## src/rtl/serial_subtractor_8bit_if.sv

```systemverilog
// Start/operand/result bundle shared by the serial subtractor and its controlling sequencer.
interface serial_subtractor_8bit_if #(
  parameter int WIDTH = 8
);
  logic             SS_start;
  logic [WIDTH-1:0] SS_a;
  logic [WIDTH-1:0] SS_b;
  logic             SS_busy;
  logic             SS_done;
  logic [WIDTH-1:0] SS_diff;
  logic             SS_borrow;
  logic             SS_ovf;

  modport master (
    output SS_start, SS_a, SS_b,
    input  SS_busy, SS_done, SS_diff, SS_borrow, SS_ovf
  );

  modport slave (
    input  SS_start, SS_a, SS_b,
    output SS_busy, SS_done, SS_diff, SS_borrow, SS_ovf
  );
endinterface

```

## src/rtl/serial_subtractor_8bit.sv

```systemverilog
// Bit-serial A - B, LSB first, one full-subtractor cell with a registered borrow.
// Define SERIAL_SUB_OVERFLOW_EN to build the signed overflow flag; otherwise SS_ovf is tied to 0.
module serial_subtractor_8bit #(
  parameter int WIDTH = 8
) (
  input  logic                     clk,
  input  logic                     rst_n,
  serial_subtractor_8bit_if.slave  bus
);
  localparam int CW = $clog2(WIDTH);
  localparam logic [CW-1:0] LAST = CW'(WIDTH - 1);

  typedef enum logic [1:0] {IDLE, SHIFT, DONE} state_t;

  state_t           state_reg, state_next;
  logic [WIDTH-1:0] a_reg, a_next;
  logic [WIDTH-1:0] b_reg, b_next;
  logic [WIDTH-1:0] res_reg, res_next;
  logic [WIDTH-1:0] diff_reg, diff_next;
  logic [CW-1:0]    cnt_reg, cnt_next;
  logic             bin_reg, bin_next;
  logic             borrow_reg, borrow_next;

  logic a_i, b_i, d_bit, bout;
  logic last_bit;

  // Operands shift right, so the bit under process is always at position 0.
  assign a_i      = a_reg[0];
  assign b_i      = b_reg[0];
  assign d_bit    = a_i ^ b_i ^ bin_reg;
  assign bout     = (~a_i & b_i) | (~(a_i ^ b_i) & bin_reg);
  assign last_bit = (state_reg == SHIFT) && (cnt_reg == LAST);

  always_ff @(posedge clk or negedge rst_n) begin
    if (!rst_n) begin
      state_reg  <= IDLE;
      a_reg      <= '0;
      b_reg      <= '0;
      res_reg    <= '0;
      diff_reg   <= '0;
      cnt_reg    <= '0;
      bin_reg    <= 1'b0;
      borrow_reg <= 1'b0;
    end else begin
      state_reg  <= state_next;
      a_reg      <= a_next;
      b_reg      <= b_next;
      res_reg    <= res_next;
      diff_reg   <= diff_next;
      cnt_reg    <= cnt_next;
      bin_reg    <= bin_next;
      borrow_reg <= borrow_next;
    end
  end

  always_comb begin
    state_next  = state_reg;
    a_next      = a_reg;
    b_next      = b_reg;
    res_next    = res_reg;
    diff_next   = diff_reg;
    cnt_next    = cnt_reg;
    bin_next    = bin_reg;
    borrow_next = borrow_reg;
    case (state_reg)
      IDLE: begin
        if (bus.SS_start) begin
          a_next     = bus.SS_a;
          b_next     = bus.SS_b;
          res_next   = '0;
          bin_next   = 1'b0;
          cnt_next   = '0;
          state_next = SHIFT;
        end
      end
      SHIFT: begin
        a_next   = a_reg >> 1;
        b_next   = b_reg >> 1;
        res_next = {d_bit, res_reg[WIDTH-1:1]};
        bin_next = bout;
        cnt_next = cnt_reg + 1'b1;
        if (cnt_reg == LAST) begin
          diff_next   = {d_bit, res_reg[WIDTH-1:1]};
          borrow_next = bout;
          state_next  = DONE;
        end
      end
      DONE:    state_next = IDLE;
      default: state_next = IDLE;
    endcase
  end

  assign bus.SS_busy   = (state_reg != IDLE);
  assign bus.SS_done   = (state_reg == DONE);
  assign bus.SS_diff   = diff_reg;
  assign bus.SS_borrow = borrow_reg;

`ifdef SERIAL_SUB_OVERFLOW_EN
  logic ovf_reg, ovf_next;

  // On the last bit a_i/b_i are the operand sign bits and d_bit is the result sign.
  always_comb begin
    ovf_next = ovf_reg;
    if (last_bit)
      ovf_next = (a_i != b_i) && (d_bit != a_i);
  end

  always_ff @(posedge clk or negedge rst_n) begin
    if (!rst_n) ovf_reg <= 1'b0;
    else        ovf_reg <= ovf_next;
  end

  assign bus.SS_ovf = ovf_reg;
`else
  logic unused_last;
  assign unused_last = last_bit;
  assign bus.SS_ovf  = 1'b0;
`endif
endmodule

```

## src/flat_wrapper.sv

```systemverilog
// flat-port wrapper written by rule: the top's interface ports become plain ports
module serial_subtractor_8bit_flat 
#(
  parameter int WIDTH = 8
)
  (clk, rst_n, bus_SS_start, bus_SS_a, bus_SS_b, bus_SS_busy, bus_SS_done, bus_SS_diff, bus_SS_borrow, bus_SS_ovf);
  serial_subtractor_8bit_if #(.WIDTH(WIDTH)) bus_i ();
  input  logic clk;
  input  logic rst_n;
  input wire logic [$bits(bus_i.SS_start)-1:0] bus_SS_start;
  input wire logic [$bits(bus_i.SS_a)-1:0] bus_SS_a;
  input wire logic [$bits(bus_i.SS_b)-1:0] bus_SS_b;
  output wire logic [$bits(bus_i.SS_busy)-1:0] bus_SS_busy;
  output wire logic [$bits(bus_i.SS_done)-1:0] bus_SS_done;
  output wire logic [$bits(bus_i.SS_diff)-1:0] bus_SS_diff;
  output wire logic [$bits(bus_i.SS_borrow)-1:0] bus_SS_borrow;
  output wire logic [$bits(bus_i.SS_ovf)-1:0] bus_SS_ovf;
  assign bus_i.SS_start = bus_SS_start;
  assign bus_i.SS_a = bus_SS_a;
  assign bus_i.SS_b = bus_SS_b;
  assign bus_SS_busy = bus_i.SS_busy;
  assign bus_SS_done = bus_i.SS_done;
  assign bus_SS_diff = bus_i.SS_diff;
  assign bus_SS_borrow = bus_i.SS_borrow;
  assign bus_SS_ovf = bus_i.SS_ovf;
  serial_subtractor_8bit #(.WIDTH(WIDTH)) u_core (.clk(clk), .rst_n(rst_n), .bus(bus_i));
endmodule
```

## config.mk

```make
export PLATFORM = sky130hd
export DESIGN_NAME = serial_subtractor_8bit_flat
export DESIGN_NICKNAME = d
export VERILOG_FILES = /design/src/rtl/serial_subtractor_8bit_if.sv /design/src/rtl/serial_subtractor_8bit.sv /design/src/flat_wrapper.sv
export SDC_FILE = /design/constraint.sdc
export NUM_CORES = 1
export LEC_CHECK = 0
export ABC_CLOCK_PERIOD_IN_PS = 1900
export BUFFER_PORTS_ARGS = -buffer_cell sky130_fd_sc_hd__buf_2
export CORE_ASPECT_RATIO = 1.5
export CORE_MARGIN = 2
export CORE_UTILIZATION = 40
export DETAILED_ROUTE_END_ITERATION = 6
export GPL_ROUTABILITY_DRIVEN = 0
export PLACE_DENSITY = 0.59
export SKIP_CTS_REPAIR_TIMING = 1
export SYNTH_ARGS = -nofsm -noshare
export SYNTH_HDL_FRONTEND = slang
export SYNTH_SLANG_ARGS = --single-unit
export TNS_END_PERCENT = 100
```

## constraint.sdc

```tcl
create_clock -name clk -period 1.9 [get_ports clk]
set_input_delay 0.095 -clock clk [delete_from_list [all_inputs] [get_ports clk]]
set_output_delay 0.095 -clock clk [all_outputs]
set_load 0.01 [all_outputs]
```

==> results.yml, run 1 <==
place:
  place_hpwl_um: 2397
  port_buffers: 29
  pre_cts_ws_ns: 0.2358
  dpl-instance-area_um2: 1909
layout:
  n_antenna_cell: 0
  finalNetCount: 195
  syn_to_final_growth_pct: 15.86
  utilization_pct: 47.77
  final_cell_mix: "dfrtp_1 (38), buf_2 (29), inv_1 (16), a22o_1 (9)"
  final_common_cell: "dfrtp_1"
  fill_cells: 392
  stdcell_area_um2: 2011
  drive_gt1_share_pct: 27.59
synth:
  synth_edf_count: 0
  synth_nets: 163
  async_flop_share_pct: 100.0
  yosysUniqueCellTypes: 30
  netlist_area_um2: 1735
  synthCells: 141
  syn_area_per_cell_um2: 12.31
  ys_seq_elements: 38
  synth_warnings: 0
  ys_seq_area_share_pct: 54.79
  synth_flop_cell: "dfrtp_1"
setup_path:
  arrival_ns: 1.83
  cp-start-kind: "register"
  r2r_setup_slack_ns: 0.25
  cpLargestDelayFamily: "flip-flops"
  required_ns: 2.07
  path_class: "register to register"
  r2r-end: "u_core.bus.SS_diff[0]$_DFFE_PN0P_"
  critPathBufInv: 0
  cpMostUsedCell: "ha_1"
  rr_worst_depth: 4
  slowest_delay_ns: 0.40
  crit_chain: "ha_1 > ha_1 > nand3b_1 > mux2_1"
  worst-path-max-fanout: 10
  cp-end-kind: "register"
  crit_slowest_cell: "dfrtp_1"
  r2r_start: "u_core.cnt_reg[0]$_DFFE_PN0P_"
global_routing:
  antenna_found_initial: 0
  track_usage_pct: 15.54
  grt_overflow_total: 0
  grt_most_used_layer: "met2"
  grt_util_met3_pct: 3.390
  use_met1_pct: 20.00
  grt_start_max_net_pins: 39
  grt_pass1_vias: 1250
  grt_use_met2_pct: 25.31
  grt_pass1_wl_um: 5885
floorplan:
  chipHeight_um: 84.67
  start_util_pct: 41.23
  core_area_um2: 4209
  io_pins: 31
  dieArea_um2: 4892
  die_w_um: 57.78
  placement_rows: 29
pwr:
  p_total_uw: 3159
  ir_drop_v: 0.0009859
  power_density_nw_per_um2: 1571
  leakage_uw: 0.0009748
timing:
  period_needed_ns: 1.655
  final.setup_skew_ns: 0.002649
  worst_slew_pin_slew_ns: 0.8429
  setup_slack_ns: 0.2453
  relSlewSlack_pct: 43.80
  tns_ns: 0
  setup_viol: 0
  fmax_mhz: 604.3
  post-route-period-util_pct: 87.09
  rsz0062_at_grt: "no"
  maxSlewViolCount: 0
  finalHoldViolations: 0
routing:
  wl_um: 3430
  routed-via-count: 1206
  final_antenna_net_count: 0
  drtPass1Iterations: 4
  first_iter_violations: 49
  drc: 0
  wire_per_inst_um: 15.59
  vias_per_cell: 5.482
outcome:
  status: "finished, final reports clean"
clocking:
  clockBufferDepth: 2
  clock-root-buffer: "clkbuf_8"
  clk_pin_slew_worst_paths_ns: 0.07
  cts_buffers: 5
  cts.sinks: 38
  cts_tree: "yes"
  cts_max_level: 2
  clk_latency_ns: 0.29
worst_hold_path:
  hp-class: "input port to register"
  min_from: "bus_SS_a[7]"
  holdPathStages: 3
  min_to: "u_core.a_reg[7]$_DFFE_PN0P_"
run:
  max_cap_viol_count: 0
through the flow:
stage	hold slack, ns	std cells
finish	0.07171	220
global route	0.09194	220
CTS	-0.06460	219
detailed placement	0.2488	211
global placement	0.2309	211
floorplan	-0.2006	141
tightest hold or removal path: stages:
cell and delay, ns:
buf_2 0.10, nand2_1 0.05, o211ai_1 0.07
how the worst max path moves through the flow:
stage	startpoint	slack (ns)	cells after the start	end
global route	u_core.cnt_reg[0]$_DFFE_PN0P_	0.16	4	u_core.bus.SS_diff[7]$_DFFE_PN0P_
detailed placement	u_core.cnt_reg[0]$_DFFE_PN0P_	0.24	4	u_core.bus.SS_diff[0]$_DFFE_PN0P_
floorplan	u_core.cnt_reg[0]$_DFFE_PN0P_	0.48	5	u_core.bus.SS_diff[0]$_DFFE_PN0P_
global placement	u_core.cnt_reg[0]$_DFFE_PN0P_	0.28	4	u_core.bus.SS_diff[7]$_DFFE_PN0P_
finish	u_core.cnt_reg[0]$_DFFE_PN0P_	0.25	4	u_core.bus.SS_diff[0]$_DFFE_PN0P_
CTS	u_core.cnt_reg[0]$_DFFE_PN0P_	0.23	4	u_core.bus.SS_diff[0]$_DFFE_PN0P_
metal layers:
metal  up-vias  routed length, um
met5         -                  0
met4         0                 59
met3         6                150
met2        30               1727
met1       602               1492
li1        568                  -
synth_stat cells (2+ instances only):
master	number	area, um2
nand2_1	2	7.510
nor2b_1	6	37.54
dfrtp_1	38	950.9
nor3b_1	8	60.06
mux2_1	8	90.09
ha_1	2	25.02
buf_4	4	30.03
mux2i_1	2	20.02
o221a_2	2	22.52
or4b_1	2	20.02
a222oi_1	4	40.04
a22o_1	9	78.83
buf_2	5	25.02
a211oi_1	8	60.06
nor4b_1	8	70.07
inv_1	16	60.06
buf_6	2	22.52
nand2b_1	3	18.77
where the power goes:
group	total (uW)	switching, uW	internal, uW
registers	1380	195	1180
logic	1220	614	602
clock network	566	274	293
total	3160	1080	2080
kinds of logic (layout without fill, tap and decap cells):
| logic type | Yosys count | in the layout | synth area share [%] |
|---|---|---|---|
| flip-flops | 38 | 38 | 54.79 |
| AO/OA/AOI/OAI | 29 | 29 | 14.28 |
| buffers and inverters | 28 | 61 | 8.147 |
| other | 1 | 1 | 0.2161 |
| AND/OR/NAND/NOR | 32 | 32 | 13.63 |
| multiplexers | 10 | 10 | 6.345 |
| adder cells (fa/ha/maj) | 3 | 3 | 2.595 |
cell type report:
class / count / area (um2) / area share [%]
clock buffer: 7 / 86.33 / 4.294
sequential: 38 / 950.9 / 47.29
tap: 46 / 57.56 / 2.862
clock inverter: 1 / 5.005 / 0.2489
multi-input combinational: 75 / 643.1 / 31.99
timing repair buffer: 37 / 207.7 / 10.33
inverter: 16 / 60.06 / 2.987
(Power assumes the default switching activity.)
==> run 2: changes to the inputs <==
Settings changed: MAX_ROUTING_LAYER set to met4.
==> run 2 against run 1 <==
  * Count of clock-buffer cells in the layout did not move
  * Global-route usage rose by 0.46 points
  * Clock power barely moved
  * Worst setup slack barely moved
  * Total power barely moved
  * Maximum frequency barely moved
  * Largest power group unchanged
==> results.yml, run 2 (synthesis gave the netlist of run 1 again) <==
pwr:
  leakage_uw: 0.0009748
  power_density_nw_per_um2: 1571
  ir_drop_v: 0.0009858
worst_hold_path:
  min_from: "bus_SS_a[7]"
  holdPathStages: 3
  hp-class: "input port to register"
  min_to: "u_core.a_reg[7]$_DFFE_PN0P_"
global_routing:
  grt_pass1_wl_um: 5892
  grt_overflow_total: 0
  grt_start_max_net_pins: 39
  track_usage_pct: 15.99
  grt_pass1_vias: 1250
  antenna_found_initial: 0
routing:
  first_iter_violations: 44
  drc: 0
  routed-via-count: 1206
  drtPass1Iterations: 4
  wl_um: 3430
  wire_per_inst_um: 15.59
  vias_per_cell: 5.482
  final_antenna_net_count: 0
timing:
  maxSlewViolCount: 0
  tns_ns: 0
  worst_slew_pin_slew_ns: 0.8430
  setup_viol: 0
  post-route-period-util_pct: 87.09
  period_needed_ns: 1.655
  fmax_mhz: 604.3
  relSlewSlack_pct: 43.80
  finalHoldViolations: 0
  final.setup_skew_ns: 0.002649
  rsz0062_at_grt: "no"
floorplan:
  placement_rows: 29
  io_pins: 31
  dieArea_um2: 4892
  die_w_um: 57.78
  chipHeight_um: 84.67
  start_util_pct: 41.23
  core_area_um2: 4209
layout:
  syn_to_final_growth_pct: 15.86
  final_cell_mix: "dfrtp_1 (38), buf_2 (29), inv_1 (16), a22o_1 (9)"
  fin_cells: 220
  ff_latch_area_um2: 950.9
  multiInputGateArea_um2: 643.1
  utilization_pct: 47.77
  finalNetCount: 195
  final_common_cell: "dfrtp_1"
  n_antenna_cell: 0
  drive_gt1_share_pct: 27.59
  fill_cells: 392
clocking:
  cts_max_level: 2
  clock-root-buffer: "clkbuf_8"
  cts.sinks: 38
  clk_pin_slew_worst_paths_ns: 0.07
  cts_buffers: 5
  clk_latency_ns: 0.29
  clockBufferDepth: 2
  cts_tree: "yes"
setup_path:
  crit_chain: "ha_1 > ha_1 > nand3b_1 > mux2_1"
  cp-start-kind: "register"
  worst-path-max-fanout: 10
  crit_slowest_cell: "dfrtp_1"
  arrival_ns: 1.83
  cp-end-kind: "register"
  cpMostUsedCell: "ha_1"
  r2r_setup_slack_ns: 0.25
  cpLargestDelayFamily: "flip-flops"
  path_class: "register to register"
  critPathBufInv: 0
  rr_worst_depth: 4
  r2r_start: "u_core.cnt_reg[0]$_DFFE_PN0P_"
  required_ns: 2.07
  r2r-end: "u_core.bus.SS_diff[0]$_DFFE_PN0P_"
  slowest_delay_ns: 0.40
place:
  place_hpwl_um: 2397
  port_buffers: 29
  placed_cells: 211
run:
  max_cap_viol_count: 0
outcome:
  status: "finished, final reports clean"
-- run 2: worst max path at each step --
stage / slack, ns / depth (start not counted) / startpoint / endpoint
final: 0.25 / 4 / u_core.cnt_reg[0]$_DFFE_PN0P_ / u_core.bus.SS_diff[0]$_DFFE_PN0P_
after global routing: 0.16 / 4 / u_core.cnt_reg[0]$_DFFE_PN0P_ / u_core.bus.SS_diff[7]$_DFFE_PN0P_
after CTS: 0.23 / 4 / u_core.cnt_reg[0]$_DFFE_PN0P_ / u_core.bus.SS_diff[0]$_DFFE_PN0P_
after detailed placement: 0.24 / 4 / u_core.cnt_reg[0]$_DFFE_PN0P_ / u_core.bus.SS_diff[0]$_DFFE_PN0P_
after global placement: 0.28 / 4 / u_core.cnt_reg[0]$_DFFE_PN0P_ / u_core.bus.SS_diff[7]$_DFFE_PN0P_
after floorplan: 0.48 / 5 / u_core.cnt_reg[0]$_DFFE_PN0P_ / u_core.bus.SS_diff[0]$_DFFE_PN0P_
-- run 2: final cells by class --
cell class	instances	share of cell area (%)
clock buffers	7	4.294
repair buffers	37	10.33
clock inverters	1	0.2489
multi-input cells	75	31.99
inverters	16	2.987
well taps	46	2.862
flip-flops and latches	38	47.29
-- run 2: tightest hold or removal path, stage by stage --
cell and delay [ns]:
buf_2 0.10, nand2_1 0.05, o211ai_1 0.07
-- run 2: per-layer routing --
layer	part of all wire (%)	track usage [%]	wire [um]	up-vias
li1	-	-	-	568
met5	0	-	0	-
met2	50	25.31	1727	30
met3	4.4	3.390	152	6
met1	43	20.00	1492	602
met4	1.7	5.708	57	0
-- run 2: through the flow --
step / cell area [um2] / hold WS, ns / setup slack [ns] / power [uW]
after floorplan: 1735 / -0.2006 / 0.4798 / 2255
after global placement: 1909 / 0.2309 / 0.2804 / 2561
final: 2011 / 0.07170 / 0.2453 / 3159
after CTS: 2001 / -0.06460 / 0.2254 / 3204
after global routing: 2011 / 0.09194 / 0.1588 / 3407
after detailed placement: 1909 / 0.2488 / 0.2358 / 2628
-- run 2: power by group --
| part | total, uW | switching (uW) | internal (uW) |
|---|---|---|---|
| logic | 1220 | 614 | 602 |
| clock network | 566 | 274 | 293 |
| registers | 1380 | 195 | 1180 |
| total | 3160 | 1080 | 2080 |
==> run 3: changes to the inputs <==
Settings changed: CORE_ASPECT_RATIO 1.5 to 1.75.
==> run 3 against run 2 <==
  * Combinational power down 4%
  * Die area is 0.20% higher
  * Clock skew increased by 0.0035 ns
  * Cell area rose by 0.50%
  * Global-route usage grew 0.62 points
  * Largest power group unchanged
  * Worst hold slack worse by 0.018 ns
==> results.yml, run 3 (synthesis gave the netlist of run 1 again) <==
timing:
  setup_viol: 0
  relSlewSlack_pct: 40.01
  finalHoldViolations: 0
  worst_slew_pin_slew_ns: 0.8980
  period_needed_ns: 1.702
  post-route-period-util_pct: 89.59
  fmax_mhz: 587.5
  final.setup_skew_ns: 0.006150
  rsz0062_at_grt: "no"
  tns_ns: 0
  maxSlewViolCount: 0
setup_path:
  cp-end-kind: "register"
  required_ns: 2.07
  crit_chain: "buf_4 > nand3b_1 > mux2_1"
  slowest_delay_ns: 0.47
  worst-path-max-fanout: 15
  cp-start-kind: "register"
  critPathBufInv: 1
  cpLargestDelayFamily: "simple AND/OR/NAND/NOR gates"
  crit_slowest_cell: "nand3b_1"
  arrival_ns: 1.88
  path_class: "register to register"
global_routing:
  track_usage_pct: 16.61
  grt_start_max_net_pins: 39
  grt_pass1_wl_um: 5796
  grt_overflow_total: 0
  grt_pass1_vias: 1212
  antenna_found_initial: 0
floorplan:
  die_w_um: 53.79
  placement_rows: 31
  core_area_um2: 4150
  dieArea_um2: 4902
  chipHeight_um: 91.14
  io_pins: 31
  start_util_pct: 41.81
layout:
  drive_gt1_share_pct: 27.91
  syn_to_final_growth_pct: 16.44
  finalNetCount: 193
  n_antenna_cell: 0
  stdcell_area_um2: 2021
  final_cell_mix: "dfrtp_1 (38), buf_2 (29), inv_1 (16), a22o_1 (9)"
  fin_cells: 221
  fill_cells: 388
  final_common_cell: "dfrtp_1"
place:
  place_hpwl_um: 2390
  dpl-instance-area_um2: 1898
  port_buffers: 29
  placed_cells: 212
clocking:
  clk_latency_ns: 0.29
  cts.sinks: 38
  clockBufferDepth: 2
  clk_pin_slew_worst_paths_ns: 0.08
  cts_max_level: 2
  cts_tree: "yes"
  clock-root-buffer: "clkbuf_8"
  cts_buffers: 5
routing:
  final_antenna_net_count: 0
  vias_per_cell: 5.407
  wl_um: 3386
  drtPass1Iterations: 4
  first_iter_violations: 22
  wire_per_inst_um: 15.32
  routed-via-count: 1195
  drc: 0
pwr:
  power_density_nw_per_um2: 1594
  leakage_uw: 0.0009793
  ir_drop_v: 0.0009347
outcome:
  status: "finished, final reports clean"
run:
  max_cap_viol_count: 0
worst_hold_path:
  hp-class: "input port to register"
[run 3: changes by cell type in the layout (fill, tap and decap cells not counted), sizes merged]
cell and delta:
buf -2, clkbuf -2, bufinv +1, clkinv +1
[run 3: routing by layer]
| metal | vias up | GRT usage [%] | routed length (um) |
|---|---|---|---|
| met5 | - | - | 0 |
| met4 | 0 | 8.120 | 74 |
| met3 | 7 | 3.947 | 139 |
| met2 | 28 | 24.70 | 1741 |
| met1 | 597 | 20.60 | 1431 |
| li1 | 563 | - | - |
[run 3: stage by stage]
step | total power, uW | hold WS, ns | utilization, % | setup slack [ns]
after floorplan | 2255 | -0.2006 | - | 0.4798
after global placement | 2516 | 0.2349 | 45.73 | 0.1895
after detailed placement | 2586 | 0.2422 | 45.73 | 0.1552
after CTS | 3266 | -0.08276 | 48.36 | 0.1258
after global routing | 3481 | 0.06381 | 48.69 | 0.04797
final | 3220 | 0.05399 | 48.69 | 0.1978
[run 3: worst paths after layout]
kind	slack [ns]	endpoint	startpoint	cells past startpoint
max	0.20	u_core.bus.SS_diff[3]$_DFFE_PN0P_	u_core.state_reg[1]$_DFFE_PN0P_	3
min	0.05	u_core.b_reg[7]$_DFFE_PN0P_	bus_SS_b[7]	2
max reg2reg	0.20	u_core.bus.SS_diff[3]$_DFFE_PN0P_	u_core.state_reg[1]$_DFFE_PN0P_	3
min reg2reg	0.48	u_core.bus.SS_diff[2]$_DFFE_PN0P_	u_core.bus.SS_diff[2]$_DFFE_PN0P_	1
max in group asynchronous	0.94	u_core.a_reg[4]$_DFFE_PN0P_	rst_n	2
min in group asynchronous	0.44	u_core.bus.SS_diff[6]$_DFFE_PN0P_	rst_n	2
[run 3: area by class of cell]
class	count	area (um2)	share of cell area [%]
flip-flops and latches	38	950.9	47.06
multi-input cells	75	646.9	32.01
repair buffers	35	192.7	9.536
clock buffers	5	68.82	3.406
well taps	49	61.31	3.034
inverters	16	60.06	2.972
clock inverters	3	40.04	1.981
[run 3: power breakdown]
group,internal [uW],leakage [uW],switching [uW],total [uW]
registers,1180,0.000464,200,1380
logic,569,0.000458,601,1170
clock network,386,0.0000579,283,669
